**src/rtl/memory_ctrl_pkg.sv**
```systemverilog
// Shared types and constants for the fixed-latency memory controller.
// State encodings, default parameters and the captured request layout.
package memory_ctrl_pkg;

    typedef enum logic [1:0] {
        ST_IDLE  = 2'd0,
        ST_WAIT  = 2'd1,
        ST_READY = 2'd2
    } state_t;

    localparam int LATENCY_DEF    = 5;
    localparam int DEPTH_LOG2_DEF = 8;

    localparam logic RW_WRITE = 1'b1;
    localparam logic RW_READ  = 1'b0;
    localparam logic DS_WORD  = 1'b1;
    localparam logic DS_BYTE  = 1'b0;

    typedef struct packed {
        logic        rw;
        logic        datasize;
        logic [15:0] mar;
        logic [15:0] mdr;
    } req_t;

endpackage

```
**src/rtl/memory_ctrl_mem_array.sv**
```systemverilog
// 16-bit synchronous RAM with per-byte write enables and a registered read port.
// No reset: contents and read register survive controller resets.
module mem_array #(
    parameter int DEPTH_LOG2 = 8
) (
    input  logic                  clk,
    input  logic [1:0]            we,
    input  logic [DEPTH_LOG2-1:0] addr,
    input  logic [15:0]           wdata,
    input  logic                  re,
    output logic [15:0]           rdata
);

    logic [15:0] mem [0:(1<<DEPTH_LOG2)-1];

    always_ff @(posedge clk) begin
        if (we[0]) mem[addr][7:0]  <= wdata[7:0];
        if (we[1]) mem[addr][15:8] <= wdata[15:8];
        if (re)    rdata           <= mem[addr];
    end

endmodule

```
**src/rtl/memory_ctrl.sv**
```systemverilog
// Fixed-latency memory controller: captures a request, waits LATENCY cycles,
// commits the write or read on the edge entering READY and pulses R for one cycle.
module memory_ctrl
    import memory_ctrl_pkg::*;
#(
    parameter int LATENCY    = LATENCY_DEF,
    parameter int DEPTH_LOG2 = DEPTH_LOG2_DEF
) (
    input  logic        clk,
    input  logic        reset,
    input  logic        MEMEN,
    input  logic        RW,
    input  logic        DATASIZE,
    input  logic [15:0] MAR,
    input  logic [15:0] MDR,
    output logic        R,
    output logic [15:0] MEMDATA
);

    localparam logic [3:0] CNT_LOAD = 4'(LATENCY - 1);

    state_t                state, state_nxt;
    logic [3:0]            cnt;
    req_t                  req, req_eff;
    logic                  capture, commit, re, rd_valid;
    logic [1:0]            we;
    logic [DEPTH_LOG2-1:0] addr;
    logic [15:0]           rdata;

    assign capture = (state == ST_IDLE) && MEMEN;

    always_ff @(posedge clk or negedge reset) begin
        if (!reset) state <= ST_IDLE;
        else        state <= state_nxt;
    end

    always_comb begin
        state_nxt = state;
        case (state)
            ST_IDLE:  if (MEMEN) state_nxt = (LATENCY == 1) ? ST_READY : ST_WAIT;
            ST_WAIT:  if (cnt <= 4'd1) state_nxt = ST_READY;
            ST_READY: state_nxt = ST_IDLE;
            default:  state_nxt = ST_IDLE;
        endcase
    end

    // With LATENCY=1 the capture edge is also the commit edge, so the live
    // inputs stand in for the request registers while still in IDLE.
    always_comb begin
        req_eff = req;
        if (state == ST_IDLE) req_eff = '{rw: RW, datasize: DATASIZE, mar: MAR, mdr: MDR};
    end

    always_comb begin
        R      = (state == ST_READY);
        commit = reset && (state != ST_READY) && (state_nxt == ST_READY);
        we[0]  = commit && req_eff.rw && (req_eff.datasize || !req_eff.mar[0]);
        we[1]  = commit && req_eff.rw && (req_eff.datasize ||  req_eff.mar[0]);
        re     = commit && !req_eff.rw;
        addr   = req_eff.mar[DEPTH_LOG2:1];
    end

    always_ff @(posedge clk or negedge reset) begin
        if (!reset) begin
            cnt <= '0;
            req <= '0;
        end else begin
            if (capture)               cnt <= CNT_LOAD;
            else if (state == ST_WAIT) cnt <= cnt - 4'd1;
            if (capture) req <= '{rw: RW, datasize: DATASIZE, mar: MAR, mdr: MDR};
        end
    end

    // RAM read register has no reset; this flag makes MEMDATA read zero until
    // the first read after reset completes.
    always_ff @(posedge clk or negedge reset) begin
        if (!reset)  rd_valid <= 1'b0;
        else if (re) rd_valid <= 1'b1;
    end

    assign MEMDATA = rd_valid ? rdata : 16'h0000;

    generate
        if (DEPTH_LOG2 < 15) begin : g_unused
            logic unused_mar_hi;
            assign unused_mar_hi = ^req_eff.mar[15:DEPTH_LOG2+1];
        end
    endgenerate

    mem_array #(.DEPTH_LOG2(DEPTH_LOG2)) u_mem (
        .clk   (clk),
        .we    (we),
        .addr  (addr),
        .wdata (req_eff.mdr),
        .re    (re),
        .rdata (rdata)
    );

endmodule

```
**config.mk**
```make
export PLATFORM = sky130hd
export DESIGN_NAME = memory_ctrl
export DESIGN_NICKNAME = d
export VERILOG_FILES = /design/src/rtl/memory_ctrl_pkg.sv /design/src/rtl/memory_ctrl_mem_array.sv /design/src/rtl/memory_ctrl.sv
export SDC_FILE = /design/constraint.sdc
export NUM_CORES = 2
export LEC_CHECK = 0
export ABC_CLOCK_PERIOD_IN_PS = 15680
export CAP_MARGIN = 5
export CORE_ASPECT_RATIO = 1.75
export CORE_MARGIN = 8
export CORE_UTILIZATION = 30
export DETAILED_ROUTE_END_ITERATION = 16
export PLACE_DENSITY = 0.54
export SYNTH_ARGS = -nofsm -noshare
export SYNTH_HDL_FRONTEND = slang
export SYNTH_SLANG_ARGS = --single-unit
```
**constraint.sdc**
```tcl
create_clock -name clk -period 15.68 [get_ports clk]
set_input_delay 3.136 -clock clk [delete_from_list [all_inputs] [get_ports clk]]
set_output_delay 3.136 -clock clk [all_outputs]
set_load 0.1 [all_outputs]
```
==> results.sh <==
export IMPL_syn_area_per_cell_um2=17.0
export IMPL_drtIter0Drc=7953
export IMPL_hold_class="reg2reg"
export IMPL_port_buffers=46
export IMPL_clkTransAtPathRegs_ns=0.07
export IMPL_ys_async_sr_fraction_pct=0.820
export IMPL_syn_cell_area_um2=154000
export IMPL_final_util_pct=33.9
export IMPL_drive_above_1_share_pct=8.73
export IMPL_run_status="completed"
export IMPL_cp_end_kind="register"
export IMPL_crit_arrival_ns=9.05
export IMPL_grt_start_max_net_pins=172
export IMPL_num_rows=348
export IMPL_syn_inst=9060
export IMPL_crit_type="in2reg"
export IMPL_worstSetupStartpointType="primary input"
export IMPL_cts_resized=0
export IMPL_cts_tree="yes"
export IMPL_gp_congestion=0.859
export IMPL_nFillCells=48400
export IMPL_rsz0062_at_grt="no"
export IMPL_finClkSkew_ns=0.0441
export IMPL_yosys_cell_types_count=41
export IMPL_via_count=85000
export IMPL_synth_edf_count=4112
export IMPL_hpwl_mm=274
export IMPL_start_util_pct=30.1
export IMPL_wl_per_cell_um=27.8
export IMPL_core_area_um2=512000
export IMPL_detail_route_first_pass_iterations=6
export IMPL_ant_nets=0
export IMPL_first_global_vias=86700
export IMPL_drc=0
export IMPL_antenna_found_initial=30
export IMPL_postCtsSetupRepairBufs=0
export IMPL_cts_hold_buf=0
export IMPL_finalSetupViolations=0
export IMPL_overflow=0
export IMPL_grt_use_total_pct=15.9
export IMPL_maxSlewViolCount=0
export IMPL_drv_cap=0
export IMPL_die_x_um=558
export IMPL_placed_area_um2=163000
export IMPL_setup_tns_ns=0
export IMPL_synth_top_area_cell="edfxtp_1"
export IMPL_synth_ff_type="edfxtp_1"
export IMPL_synthTopCellsByCount="4112 x edfxtp_1, 2042 x a22oi_1, 1024 x a21oi_1"
export IMPL_cts_inserted_buffers=346
export IMPL_synth_top_area_share_pct=80.0
export IMPL_p_per_area_nw_per_um2=193
export IMPL_cts_root_buf="clkbuf_16"
export IMPL_die_h_um=965
export IMPL_clk_insertion_delay_late_ns=0.90
export IMPL_fmax_mhz=121
export IMPL_cts_max_level=5
export IMPL_power_mw=33.6
export IMPL_whs_ns=0.480
export IMPL_via_per_inst=5.28
export IMPL_max_clock_path_buffers=4
export IMPL_relSlewSlack_pct=4.07
export IMPL_cts_num_sinks=4146
export IMPL_cp_max_fo=88
export IMPL_p_leak_nw=50.3
export IMPL_final_nets=9002
export IMPL_drt_wl_total_mm=447
export IMPL_period_needed_ns=8.29
export IMPL_grt_pass1_wl_mm=630
export IMPL_die_area_um2=538000
export IMPL_hold_viol_final=0
export IMPL_ys_seq_elements=4146
export IMPL_period_share_pct=52.8
export IMPL_irDropWorstVdd_uv=268
export IMPL_syn_nets=9099
export IMPL_io_pins=54
export IMPL_required_ns=16.44
export IMPL_yosysMostFrequentCell="edfxtp_1"
export IMPL_area_growth_pct=12.6
export IMPL_worst_pin_slew_ns=1.42
export IMPL_yosysSeqAreaShare_pct=80.6
export IMPL_synth_warnings=0
export IMPL_design_area_um2=174000
export IMPL_ys_top_cells_by_area="edfxtp_1 80%, a22oi_1 9.9%, a21oi_1 3.3%, o41ai_1 1.5%, nor2_1 1.3%"
cells by family (layout without fill, tap and decap cells):
logic type / after synthesis / count (layout) / share of synthesized area [%]
other: 0 / 32 / 0
AO/OA/AOI/OAI: 3428 / 3428 / 15.3
AND/OR/NAND/NOR: 769 / 769 / 2.02
XOR/XNOR: 1 / 1 / 0.00568
adder cells (fa/ha/maj): 2 / 2 / 0.0162
flip-flops: 4146 / 4146 / 80.6
buffers and inverters: 714 / 883 / 2.06
per-stage QoR:
stage	instances	setup WS, ns
floorplan	9060	8.62
global placement	15400	6.53
detailed placement	15400	6.51
CTS	16100	7.48
global route	16100	7.33
finish	16100	7.39
where the power goes:
group          total (mW)  switching, mW  internal [mW]
combinational        10.4           8.17           2.26
sequential           14.5         0.0508           14.4
clock                8.68           3.89           4.79
total                33.6           12.1           21.5
cell usage in the layout, fill, tap and decap left out, types with 19 or more instances in the layout:
| master | netlist | layout |
|---|---|---|
| clkbuf_1 | 326 | 52 |
| dfrtp_1 | 34 | 34 |
| edfxtp_1 | 4112 | 4112 |
| nor2_1 | 524 | 523 |
| clkinv_2 | 0 | 59 |
| buf_12 | 0 | 26 |
| clkbuf_16 | 0 | 360 |
| a22oi_1 | 2042 | 2042 |
| o41ai_2 | 0 | 29 |
| a41oi_1 | 64 | 64 |
| o41ai_1 | 256 | 227 |
| nand2_1 | 169 | 126 |
| nand2_2 | 0 | 24 |
| nand2_4 | 0 | 19 |
| buf_4 | 4 | 187 |
| clkinv_1 | 0 | 75 |
| a21oi_1 | 1024 | 1024 |
| diode_2 | 0 | 32 |
| clkdlybuf4s50_1 | 0 | 45 |
| bufinv_16 | 0 | 36 |
area by class of cell:
| type | count | area (µm²) | share of cell area, % |
|---|---|---|---|
| multi-input cells | 4200 | 27300 | 15.7 |
| well taps | 6825 | 8540 | 4.91 |
| diodes | 32 | 80.1 | 0.0461 |
| repair buffers | 261 | 2390 | 1.38 |
| clock buffers | 412 | 9200 | 5.30 |
| flip-flops and latches | 4146 | 124000 | 71.6 |
| inverters | 8 | 30.0 | 0.0173 |
| clock inverters | 202 | 1930 | 1.11 |
metal layers:
layer,vias up,share of wire (%),track usage (%)
li1,37100,-,-
met1,44000,34,16.9
met2,2975,54,30.0
met3,855,4.9,1.85
met4,14,6.8,9.22
met5,-,0.024,0
path summary, 6_finish.rpt:
path | from | end | slack [ns] | depth (start not counted)
setup / recovery | MAR[2] | u_mem.rdata[6] | 7.39 | 11
setup reg to reg | state[1] | u_mem.rdata[11] | 8.95 | 9
hold / removal | req[12] | req[12] | 0.48 | 2
max in group asynchronous | reset | req[16] | 12.91 | 2
min in group asynchronous | reset | req[1] | 2.34 | 2
hold reg to reg | req[12] | req[12] | 0.48 | 2
worst max-delay path, cell delays in order:
cell	delay, ns
clkdlybuf4s50_1	0.47
or4b_2	0.74
o21ai_4	0.08
buf_4	0.58
buf_4	0.98
buf_4	0.90
a22oi_1	0.15
a21oi_1	0.43
o41ai_1	0.20
a41oi_1	1.03
or4_1	0.22
sequential cells by signal (all words and copies together) (netlist names):
signal       count
cnt              4
rd_valid         1
req             27
state            2
u_mem.mem     4096
u_mem.rdata     16
Power figures use the tool's default switching activity.
